### config.mk
export PLATFORM = sky130hd
export DESIGN_NAME = cpu_req_gen
export DESIGN_NICKNAME = d
export VERILOG_FILES = /design/src/rtl/cpu_req_gen.sv
export SDC_FILE = /design/constraint.sdc
export NUM_CORES = 1
export LEC_CHECK = 0
export ABC_AREA = 1
export CAP_MARGIN = 15
export CELL_PAD_IN_SITES_DETAIL_PLACEMENT = 0
export CELL_PAD_IN_SITES_GLOBAL_PLACEMENT = 2
export CORE_UTILIZATION = 30
export DETAILED_ROUTE_END_ITERATION = 7
export GPL_TIMING_DRIVEN = 0
export PLACE_DENSITY_LB_ADDON = 0.1
export SLEW_MARGIN = 10
export SYNTH_ARGS = -nofsm -noshare
export SYNTH_HDL_FRONTEND = slang
export SYNTH_SLANG_ARGS = --single-unit
### constraint.sdc
create_clock -name clk -period 5.3 [get_ports clk]
set_clock_uncertainty 0.1 [all_clocks]
set_input_delay 1.325 -clock clk [delete_from_list [all_inputs] [get_ports clk]]
set_output_delay 1.325 -clock clk [all_outputs]
set_load 0.05 [all_outputs]
### src/rtl/cpu_req_gen.sv
// cpu_req_gen: CPU-side traffic generator for the cache subsystem.
// Issues a write sweep, a read sweep, or a write sweep followed by a
// self-checking read-back over the Req_CPU/Ready_Cache handshake.
// Mismatches are counted and a stalled cache aborts the run with a timeout.

module cpu_req_gen #(
   parameter int                ADDR_W      = 32,
   parameter int                DATA_W      = 32,
   parameter int                NUM_REQ     = 16,
   parameter logic [ADDR_W-1:0] START_ADDR  = '0,
   parameter logic [ADDR_W-1:0] ADDR_STRIDE = ADDR_W'(4),
   parameter logic [DATA_W-1:0] START_DATA  = DATA_W'(64),
   parameter int                MODE        = 2,
   parameter logic [1:0]        INS_TYPE    = 2'b00,
   parameter int                TIMEOUT     = 1024
) (
   input  logic              clk,
   input  logic              rst,
   input  logic              start,
   input  logic              Ready_Cache,
   input  logic [DATA_W-1:0] data_in,
   output logic              Req_CPU,
   output logic              Wr_CPU,
   output logic [ADDR_W-1:0] A_CPU,
   output logic [DATA_W-1:0] data_out,
   output logic [1:0]        Ins_Type,
   output logic              busy,
   output logic              done,
   output logic              timeout,
   output logic [15:0]       err_cnt,
   output logic [ADDR_W-1:0] first_err_addr
);

   // The index only has to reach NUM_REQ-1; the wait counter only TIMEOUT-1,
   // because the abort fires on the edge that would make it reach TIMEOUT.
   localparam int IDX_W  = (NUM_REQ > 1) ? $clog2(NUM_REQ) : 1;
   localparam int WAIT_W = (TIMEOUT > 1) ? $clog2(TIMEOUT) : 1;
   localparam logic [IDX_W-1:0]  LAST_IDX  = IDX_W'(NUM_REQ - 1);
   localparam logic [WAIT_W-1:0] WAIT_LAST = WAIT_W'(TIMEOUT - 1);
   localparam bit CHECK_READS = (MODE == 2);
   localparam bit READ_FIRST  = (MODE == 1);

   typedef enum logic [1:0] {
      IDLE,
      WR_SWEEP,
      RD_SWEEP,
      FINISH
   } state_t;

   state_t              state_q, state_d;
   logic [IDX_W-1:0]    index_q, index_d;
   logic [ADDR_W-1:0]   addr_q, addr_d;
   logic [DATA_W-1:0]   data_q, data_d;
   logic [WAIT_W-1:0]   waitCnt_q, waitCnt_d;
   logic                timeout_q, timeout_d;
   logic [15:0]         errCnt_q, errCnt_d;
   logic [ADDR_W-1:0]   firstErrAddr_q, firstErrAddr_d;

   logic reqActive;
   logic accept;
   logic lastAccept;
   logic timeoutHit;
   logic readMismatch;

   // A request is outstanding in either sweep; the handshake and the stall
   // abort are both derived from it and the cache's ready.
   always_comb begin
      reqActive    = (state_q == WR_SWEEP) || (state_q == RD_SWEEP);
      accept       = reqActive && Ready_Cache;
      lastAccept   = accept && (index_q == LAST_IDX);
      timeoutHit   = reqActive && !Ready_Cache && (waitCnt_q == WAIT_LAST);
      readMismatch = CHECK_READS && accept && (state_q == RD_SWEEP)
                     && (data_in != data_q);
   end

   // State register; reset parks the sequencer in IDLE and drops any request.
   always_ff @(posedge clk) begin
      if (rst) begin
         state_q <= IDLE;
      end else begin
         state_q <= state_d;
      end
   end

   // Next-state logic: a stall abort always wins over a pending acceptance,
   // and only the checked mode chains the write sweep into a read sweep.
   always_comb begin
      state_d = state_q;
      case (state_q)
         IDLE: begin
            if (start) begin
               state_d = READ_FIRST ? RD_SWEEP : WR_SWEEP;
            end
         end
         WR_SWEEP: begin
            if (timeoutHit) begin
               state_d = FINISH;
            end else if (lastAccept) begin
               state_d = CHECK_READS ? RD_SWEEP : FINISH;
            end
         end
         RD_SWEEP: begin
            if (timeoutHit || lastAccept) begin
               state_d = FINISH;
            end
         end
         FINISH: begin
            state_d = IDLE;
         end
         default: begin
            state_d = IDLE;
         end
      endcase
   end

   // Handshake and status outputs decoded purely from the current state.
   always_comb begin
      Req_CPU  = reqActive;
      Wr_CPU   = (state_q == WR_SWEEP);
      busy     = reqActive;
      done     = (state_q == FINISH);
      Ins_Type = reqActive ? INS_TYPE : 2'b00;
   end

   // Datapath next values: the address/data/index walk, the wait counter and
   // the read-back bookkeeping. The expected read value equals data_q because
   // the data register is reloaded to START_DATA before the read sweep.
   always_comb begin
      index_d        = index_q;
      addr_d         = addr_q;
      data_d         = data_q;
      waitCnt_d      = waitCnt_q;
      timeout_d      = timeout_q;
      errCnt_d       = errCnt_q;
      firstErrAddr_d = firstErrAddr_q;

      if (state_q == IDLE) begin
         if (start) begin
            index_d        = '0;
            addr_d         = START_ADDR;
            data_d         = START_DATA;
            waitCnt_d      = '0;
            timeout_d      = 1'b0;
            errCnt_d       = '0;
            firstErrAddr_d = '0;
         end
      end else if (accept) begin
         waitCnt_d = '0;
         if (lastAccept && (state_q == WR_SWEEP) && CHECK_READS) begin
            index_d = '0;
            addr_d  = START_ADDR;
            data_d  = START_DATA;
         end else begin
            index_d = index_q + 1'b1;
            addr_d  = addr_q + ADDR_STRIDE;
            data_d  = data_q + 1'b1;
         end
         if (readMismatch) begin
            if (errCnt_q == '0) begin
               firstErrAddr_d = addr_q;
            end
            if (errCnt_q != 16'hFFFF) begin
               errCnt_d = errCnt_q + 16'd1;
            end
         end
      end else if (reqActive) begin
         if (timeoutHit) begin
            timeout_d = 1'b1;
            waitCnt_d = '0;
         end else begin
            waitCnt_d = waitCnt_q + 1'b1;
         end
      end
   end

   // Datapath registers; everything returns to zero on reset.
   always_ff @(posedge clk) begin
      if (rst) begin
         index_q        <= '0;
         addr_q         <= '0;
         data_q         <= '0;
         waitCnt_q      <= '0;
         timeout_q      <= 1'b0;
         errCnt_q       <= '0;
         firstErrAddr_q <= '0;
      end else begin
         index_q        <= index_d;
         addr_q         <= addr_d;
         data_q         <= data_d;
         waitCnt_q      <= waitCnt_d;
         timeout_q      <= timeout_d;
         errCnt_q       <= errCnt_d;
         firstErrAddr_q <= firstErrAddr_d;
      end
   end

   assign A_CPU          = addr_q;
   assign data_out       = data_q;
   assign timeout        = timeout_q;
   assign err_cnt        = errCnt_q;
   assign first_err_addr = firstErrAddr_q;

endmodule
==> results of run 1 <==
==> state kept, by name, indices dropped and copies added (netlist names) <==
name / cells
data_out: 32
waitCnt_q: 10
A_CPU: 30
err_cnt: 16
index_q: 4
first_err_addr: 31
state_q: 2
timeout: 1
==> layer usage <==
| metal | share of wire | up-vias | routed length (um) | GRT usage |
|---|---|---|---|---|
| met5 | 0 | - | 0 | 0 |
| met4 | 0.020 | 0 | 512 | 0.0717 |
| met3 | 0.042 | 24 | 1090 | 0.0336 |
| met2 | 0.46 | 174 | 12200 | 0.363 |
| met1 | 0.47 | 3548 | 12400 | 0.286 |
| li1 | - | 3996 | - | - |
==> layout make-up <==
class / instances / area [sq um]
Buffer: 52 / 269
Tap cell: 319 / 399
Clock inverter: 15 / 136
Inverter: 108 / 408
Timing Repair Buffer: 149 / 1490
Fill cell: 2552 / 13900
Sequential cell: 126 / 2520
Multi-Input combinational cell: 830 / 4060
Clock buffer: 17 / 425
==> metrics by stage <==
step	std cells	util	setup slack [ps]	instance area (sq um)	hold slack [ps]
3_5_place_dp	1584	0.388	1180	9150	357
6_report	1616	0.411	1660	9710	365
4_1_cts	1616	0.411	1620	9710	366
5_1_grt	1616	0.411	1500	9710	382
2_1_floorplan	1116	-	2560	7260	345
3_3_place_gp	1584	0.388	1170	9150	350
==> how the worst max path moves through the flow <==
stage	startpoint	endpoint	slack (ps)	cells after the start
floorplan	state_q[0]	busy	2560	3
global placement	Ready_Cache	A_CPU[14]	1170	9
detailed placement	Ready_Cache	A_CPU[17]	1180	9
CTS	Ready_Cache	A_CPU[17]	1620	9
global route	Ready_Cache	A_CPU[14]	1500	9
finish	Ready_Cache	A_CPU[17]	1660	9
==> cell families after synthesis <==
family          Yosys count
fa+ha+maj                10
other cells               1
buf+inv                 160
flops                   126
simple gates            598
compound gates          185
xor+xnor                 33
==> power breakdown <==
part	total, W	switching, W	internal, W	leakage [nW]
logic	0.00248	0.00175	0.000733	2.14
clock network	0.00113	0.000485	0.000649	0.266
registers	0.00120	0.000117	0.00108	1.02
==> placed cells by master (no fill, tap or decap), types with 7 or more instances in the layout <==
| master | count |
|---|---|
| nand2_1 | 279 |
| clkdlybuf4s50_1 | 149 |
| nor2_1 | 137 |
| dfxtp_1 | 126 |
| a21oi_1 | 110 |
| inv_1 | 95 |
| nand3_1 | 94 |
| nor3_1 | 35 |
| o21ai_0 | 32 |
| buf_2 | 23 |
| xnor2_1 | 23 |
| nand4_1 | 21 |
| clkbuf_1 | 19 |
| clkbuf_16 | 17 |
| inv_2 | 11 |
| xor2_1 | 10 |
| ha_1 | 10 |
| buf_4 | 8 |
| a31oi_1 | 8 |
| o211ai_1 | 8 |
| a211oi_1 | 7 |
==> critical path: stages <==
cell and delay [ps]:
clkdlybuf4s50_1 480, nand2_1 200, nor3_1 370, nand2_1 90, nand2_1 220, nand2_2 260, nand2_1 420, buf_2 370
nor3_1 100
==> key figures, run 1 <==
Run status
  – Outcome: finished, final reports clean

Route
  – Iteration-0 DRC Markers: 523
  – DR vias: 7742
  – TritonRoute pass-1 iters: 7
  – DR DRC count: 0
  – Vias per std cell: 4.79
  – Post-DRT Antenna Nets: 0
  – Final wirelength: 26200 um
  – WL/cell: 16.2 um

Synthesis
  – Post-synthesis cell area: 7250 sq um
  – Post-Synth Simple-Gate Area: 0.357
  – Xor/xnor share of the synthesized area: 0.0399
  – Async SR Flop Fraction: 0
  – Post-Syn Instances: 1113
  – Number of flops mapped to enable cells by yosys: 0
  – Largest family of logic cells by synthesized area: simple AND/OR/NAND/NOR gates
  – Synth Register Bits: 126
  – Sequential share of the synthesized area: 0.348
  – Yosys top cell area share: 0.348
  – Area leader, netlist: dfxtp_1
  – Yosys cell types: 52
  – Synth Flop Type: dfxtp_1
  – Top cells by count, synth: nand2_1 (279), nor2_1 (137), dfxtp_1 (126)
  – Synth warn: 0
  – Proportion of synthesized area in mux cells: 0
  – Area fraction in compound gates after synthesis: 0.144
  – Top post-synthesis cells by area: dfxtp_1 (35%), nand2_1 (14%), a21oi_1 (7.6%), nor2_1 (7.1%), nand3_1 (6.5%)
  – Syn Area/Cell: 6.51 sq um
  – Post-Synth Adder-Cell Area: 0.0173
  – Most frequent cell after synthesis: nand2_1

STA
  – Fin crit share: 0.686
  – Max frequency: 275 MHz
  – Slew Viols, Final: 0
  – Tmin final: 3640 ps
  – Worst Tran Pin Value: 916 ps
  – RSZ-0062 raised after global routing: false
  – Hold Vio Cnt, Final: 0
  – Sum Neg Setup Slack: 0 ps
  – Setup violations, final: 0
  – Worst relative slew slack: 0.389

Worst hold path
  – Worst hold-check path type: flip-flop to flip-flop
  – Worst Hold Depth: 2
  – Worst Hold Path EP: first_err_addr[20]
  – Hold wc startpoint: first_err_addr[20]

Setup path
  – Worst reg2reg path depth: 10
  – Worst EP arrival: 3830 ps
  – Reg-to-reg startpoint: state_q[0]
  – Crit path kind: primary input to flip-flop
  – Reg2Reg Capture Point: A_CPU[17]
  – Worst setup EP type: flip-flop
  – Critical path peak fanout: 10
  – Startpoint type of the worst setup path: primary input
  – R2r setup slk: 2190 ps
  – CP Data Required Time: 5490 ps

Flow run
  – Max Cap Viol: 0

Floorplan
  – Num rows: 56
  – Area of the core: 23600 sq um
  – Number of top-level pins: 155
  – Die extent in y: 157 um
  – Starting density of the core: 0.307
  – Die ar.: 24800 sq um
  – Die width: 157 um

Global routing
  – Grt total ovfl: 0
  – Vias in the first global route: 7249
  – First-pass GRT wire length: 40800 um
  – Total global-route track usage: 0.218
  – Initial antenna violation count: 0
  – Largest net degree at the start of global routing: 17

Cells and area
  – Synth-to-layout area growth: 34.0%
  – ANT cells: 0
  – Share of layout cells above drive strength 1: 0.0771
  – Nets@finish: 1330

Clock tree
  – Hold buffer count at cts: 0
  – CTS max path bufs: 2
  – Post-CTS Resized: 0
  – CTS Buf Count: 17
  – Clock root buffer: clkbuf_16
  – Worst skew pair latency: 420 ps
  – Reg clk slew, reported paths: 60 ps
  – H-Tree Depth: 4
  – Clock Sinks: 126
  – Setup Buffers After CTS: 0
  – CTS tree: built

Placement
  – Dpl hpwl: 20000 um
  – Port Buffers: 149
  – Gp weighted congestion: 0.801

Power
  – VDD IR-drop max: 0.268 mV
  – Power consumption: 0.00482 W
  – Pwr/cell area: 496 nW/um^2
  – Leakage power total: 3.43 nW
Power figures use the tool's default switching activity.
==> inputs of run 2 (changes only) <==
CORE_UTILIZATION = 27   (was 30)
clock period = 3.4 ns   (was 5.3 ns; I/O delays follow)
==> run 2 against run 1 <==
Compared with the run above: critical endpoint is now busy; largest power group unchanged; the run now ends with DRC left; routed wire length increased by 6.4%; worst setup slack got worse by 1400 ps; highest routed layer unchanged; clock power increased by 75%.
==> key figures, run 2 (synthesis gave the netlist of run 1 again) <==
Power
  – Pwr/cell area: 796 nW/um^2
  – Leakage power total: 3.45 nW
  – VDD IR-drop max: 0.426 mV
  – Power consumption: 0.00780 W

Setup path
  – Reg-to-reg startpoint: state_q[0]
  – Worst reg2reg path depth: 10
  – Reg2Reg Capture Point: A_CPU[14]
  – Startpoint type of the worst setup path: flip-flop
  – Worst EP arrival: 2200 ps
  – CP Data Required Time: 2450 ps
  – Crit. Startpoint: state_q[0]
  – Worst setup EP type: output pin
  – R2r setup slk: 330 ps
  – Crit path kind: flip-flop to output pin
  – Critical path peak fanout: 5

Floorplan
  – Area of the core: 26200 sq um
  – Die ar.: 27500 sq um
  – Number of top-level pins: 155
  – Starting density of the core: 0.277
  – Die width: 166 um
  – Die extent in y: 166 um
  – Num rows: 59

STA
  – Slew Viols, Final: 0
  – Fin crit share: 0.925
  – Setup violations, final: 0
  – Worst Tran Pin Value: 863 ps
  – Hold Vio Cnt, Final: 0
  – Tmin final: 3150 ps
  – Worst relative slew slack: 0.424
  – RSZ-0062 raised after global routing: false
  – Sum Neg Setup Slack: 0 ps
  – Max frequency: 318 MHz

Worst hold path
  – Worst Hold Path EP: first_err_addr[22]
  – Hold wc startpoint: first_err_addr[22]
  – Worst hold-check path type: flip-flop to flip-flop
  – Worst Hold Depth: 2

Clock tree
  – CTS tree: built
  – Clock root buffer: clkbuf_16
  – Clock Sinks: 126
  – Reg clk slew, reported paths: 60 ps
  – H-Tree Depth: 4
  – CTS Buf Count: 17
  – Worst skew pair latency: 430 ps
  – CTS max path bufs: 2

Global routing
  – Grt total ovfl: 0
  – First-pass GRT wire length: 44200 um
  – Initial antenna violation count: 0
  – Vias in the first global route: 7557
  – Total global-route track usage: 0.209
  – Largest net degree at the start of global routing: 17

Cells and area
  – Commonest non-fill, non-tap cell in the layout: nand2_1
  – Finished layout cell area: 9800 sq um
  – Nets@finish: 1330
  – Fill cells: 2855
  – Synth-to-layout area growth: 35.3%
  – Largest register FFs: 32
  – ANT cells: 0
  – Final Util: 0.374
  – Share of layout cells above drive strength 1: 0.0772
  – Commonest non-fill, non-tap cells in the layout: nand2_1 (279), clkdlybuf4s50_1 (149), nor2_1 (137)
  – Finished Layout Cells: 1631

Route
  – DR DRC count: 8
  – Vias per std cell: 4.70
  – WL/cell: 17.1 um
  – Final wirelength: 27900 um
  – TritonRoute pass-1 iters: 8
  – Met3 WL post-DR: 863 um
  – Iteration-0 DRC Markers: 415
  – Highest metal used: met4
  – M1 WL: 13100 um
  – DR WL met2: 13600 um
  – Post-DRT Antenna Nets: 0
  – DR vias: 7670

Run status
  – Outcome: finished, violations left
  – Violated checks: DRC

Placement
  – Dpl cells: 1600
  – Port Buffers: 149
  – Dpl hpwl: 21400 um
  – Placed inst area: 9170 sq um
  – Gp weighted congestion: 0.814

Flow run
  – Max Cap Viol: 0
run 2: power breakdown:
group | total, W | switching [W] | internal [W]
clock network | 0.00198 | 0.000737 | 0.00125
registers | 0.00190 | 0.000209 | 0.00169
logic | 0.00393 | 0.00279 | 0.00114
total | 0.00780 | 0.00373 | 0.00407
run 2: stage by stage:
step / hold WS, ps / setup slack, ps
floorplan: 345 / 883
global placement: 349 / -293
detailed placement: 360 / -336
CTS: 368 / 112
global route: 393 / 66.8
finish: 366 / 253
run 2: critical path, stage by stage, from the launching register on:
cell,delay (ps)
dfxtp_1,400
inv_1,90
ha_1,370
buf_4,130
clkdlybuf4s50_1,780
run 2: worst max path at each step:
stage                         endpoint  cells after the start
after detailed placement     A_CPU[17]                      9
after floorplan           data_out[14]                     12
after CTS                    A_CPU[17]                      9
after global placement       A_CPU[17]                      9
after global routing         A_CPU[14]                     10
final                             busy                      4
run 2: timing repair:
action	CTS	global route
buffers inserted	0	0
hold buffers	0	0
gates resized for setup	0	1
endpoints found under the setup margin	0	10
run 2: cell type report:
cell class / count / area, sq um / share of cell area
Timing Repair Buffer: 149 / 1490 / 0.152
Clock buffer: 18 / 439 / 0.0448
Multi-Input combinational cell: 830 / 4070 / 0.415
Inverter: 108 / 408 / 0.0416
Tap cell: 335 / 419 / 0.0428
Clock inverter: 13 / 190 / 0.0194
Sequential cell: 126 / 2520 / 0.257
Buffer: 52 / 269 / 0.0274
run 2: layer usage:
layer / vias to the layer above / track usage
li1: 4003 / -
met1: 3509 / 0.265
met2: 137 / 0.368
met3: 21 / 0.0305
met4: 0 / 0.0561
met5: - / 0
==> inputs of run 3 (changes only) <==
CTS_BUF_LIST = sky130_fd_sc_hd__clkbuf_16   (was unset)
==> run 3 against run 2 <==
Compared with the run above: the flow still finishes with violations (DRC); count of clock-buffer cells in the layout is 1 lower; sequential cell count stayed put; largest power group unchanged; clock power hardly changed; global-route usage hardly changed; highest routed layer unchanged; register-to-register slack better by 20 ps; die area stayed put; utilization hardly changed.
==> key figures, run 3 (synthesis gave the netlist of run 1 again) <==
Run status
  – Outcome: finished, violations left
  – Violated checks: DRC

Cells and area
  – Largest register FFs: 32
  – Nets@finish: 1330
  – Commonest non-fill, non-tap cells in the layout: nand2_1 (279), clkdlybuf4s50_1 (149), nor2_1 (137)
  – Share of layout cells above drive strength 1: 0.0764
  – Synth-to-layout area growth: 35.1%
  – Finished Layout Cells: 1631
  – Commonest non-fill, non-tap cell in the layout: nand2_1
  – ANT cells: 0

Placement
  – Gp weighted congestion: 0.814
  – Dpl cells: 1600
  – Dpl ws: -336 ps
  – Port Buffers: 149
  – Dpl hpwl: 21400 um

Power
  – Leakage power total: 3.45 nW
  – VDD IR-drop max: 0.426 mV
  – Pwr/cell area: 794 nW/um^2
  – Power consumption: 0.00778 W

Clock tree
  – Clock root buffer: clkbuf_16
  – Setup Buffers After CTS: 0
  – Reg clk slew, reported paths: 60 ps
  – Hold buffer count at cts: 0
  – Clock Sinks: 126
  – CTS Buf Count: 17
  – Worst skew pair latency: 430 ps
  – CTS max path bufs: 2
  – CTS tree: built
  – Post-CTS Resized: 0
  – H-Tree Depth: 4

Setup path
  – Startpoint type of the worst setup path: flip-flop
  – Worst setup EP type: output pin
  – CP Data Required Time: 2450 ps
  – Critical path peak fanout: 5
  – Crit path kind: flip-flop to output pin
  – Worst EP arrival: 2190 ps

Route
  – Final wirelength: 27900 um
  – Vias per std cell: 4.70
  – DR vias: 7672
  – WL/cell: 17.1 um
  – Post-DRT Antenna Nets: 0
  – Iteration-0 DRC Markers: 423
  – TritonRoute pass-1 iters: 8
  – DR DRC count: 8

STA
  – Max frequency: 319 MHz
  – Tmin final: 3140 ps
  – Worst Tran Pin Value: 864 ps
  – Sum Neg Setup Slack: 0 ps
  – Final setup margin: 262 ps
  – Worst relative slew slack: 0.424
  – Setup violations, final: 0
  – Slew Viols, Final: 0
  – RSZ-0062 raised after global routing: false
  – Hold WS: 366 ps
  – Fin crit share: 0.923
  – Hold Vio Cnt, Final: 0

Global routing
  – Vias in the first global route: 7552
  – Grt total ovfl: 0
  – Total global-route track usage: 0.209
  – Initial antenna violation count: 0
  – First-pass GRT wire length: 44200 um
  – Largest net degree at the start of global routing: 17

Floorplan
  – Starting density of the core: 0.277
  – Area of the core: 26200 sq um
  – Number of top-level pins: 155
  – Die width: 166 um
  – Die ar.: 27500 sq um
  – Num rows: 59
  – Die extent in y: 166 um

Flow run
  – Max Cap Viol: 0

Worst hold path
  – Worst hold-check path type: flip-flop to flip-flop
-- run 3: path summary, 6_finish.rpt --
check / cells after the start / end / slack (ps) / from
max: 4 / busy / 260 / state_q[0]
min: 2 / first_err_addr[22] / 370 / first_err_addr[22]
max reg2reg: 10 / A_CPU[14] / 350 / state_q[0]
min reg2reg: 2 / first_err_addr[22] / 370 / first_err_addr[22]
-- run 3: final cells by class --
type | count | area (sq um)
plain buffers | 52 | 269
clock buffers | 17 | 425
inverters | 108 | 408
clock inverters | 14 | 194
fillers | 2858 | 16400
multi-input cells | 830 | 4070
well taps | 335 | 419
flip-flops and latches | 126 | 2520
repair buffers | 149 | 1490
-- run 3: worst max-delay path: stages (launching register included) --
cell and delay, ps:
dfxtp_1 400, inv_1 90, ha_1 370, buf_4 130
clkdlybuf4s50_1 780
-- run 3: metrics by stage --
stage / instance area [sq um] / utilization
floorplan: 7260 / -
global placement: 9170 / 0.350
detailed placement: 9170 / 0.350
CTS: 9790 / 0.374
global route: 9790 / 0.374
finish: 9790 / 0.374
-- run 3: report_power, final --
| group | internal (W) | total, W | switching [W] |
|---|---|---|---|
| Clock | 0.00122 | 0.00196 | 0.000737 |
| Sequential | 0.00169 | 0.00190 | 0.000209 |
| Combinational | 0.00114 | 0.00392 | 0.00278 |
| Total | 0.00405 | 0.00778 | 0.00373 |
-- run 3: routing by layer --
metal / global-route usage / wire, um
met1: 0.266 / 13100
met2: 0.367 / 13600
met3: 0.0305 / 866
met4: 0.0561 / 333
met5: 0 / 0
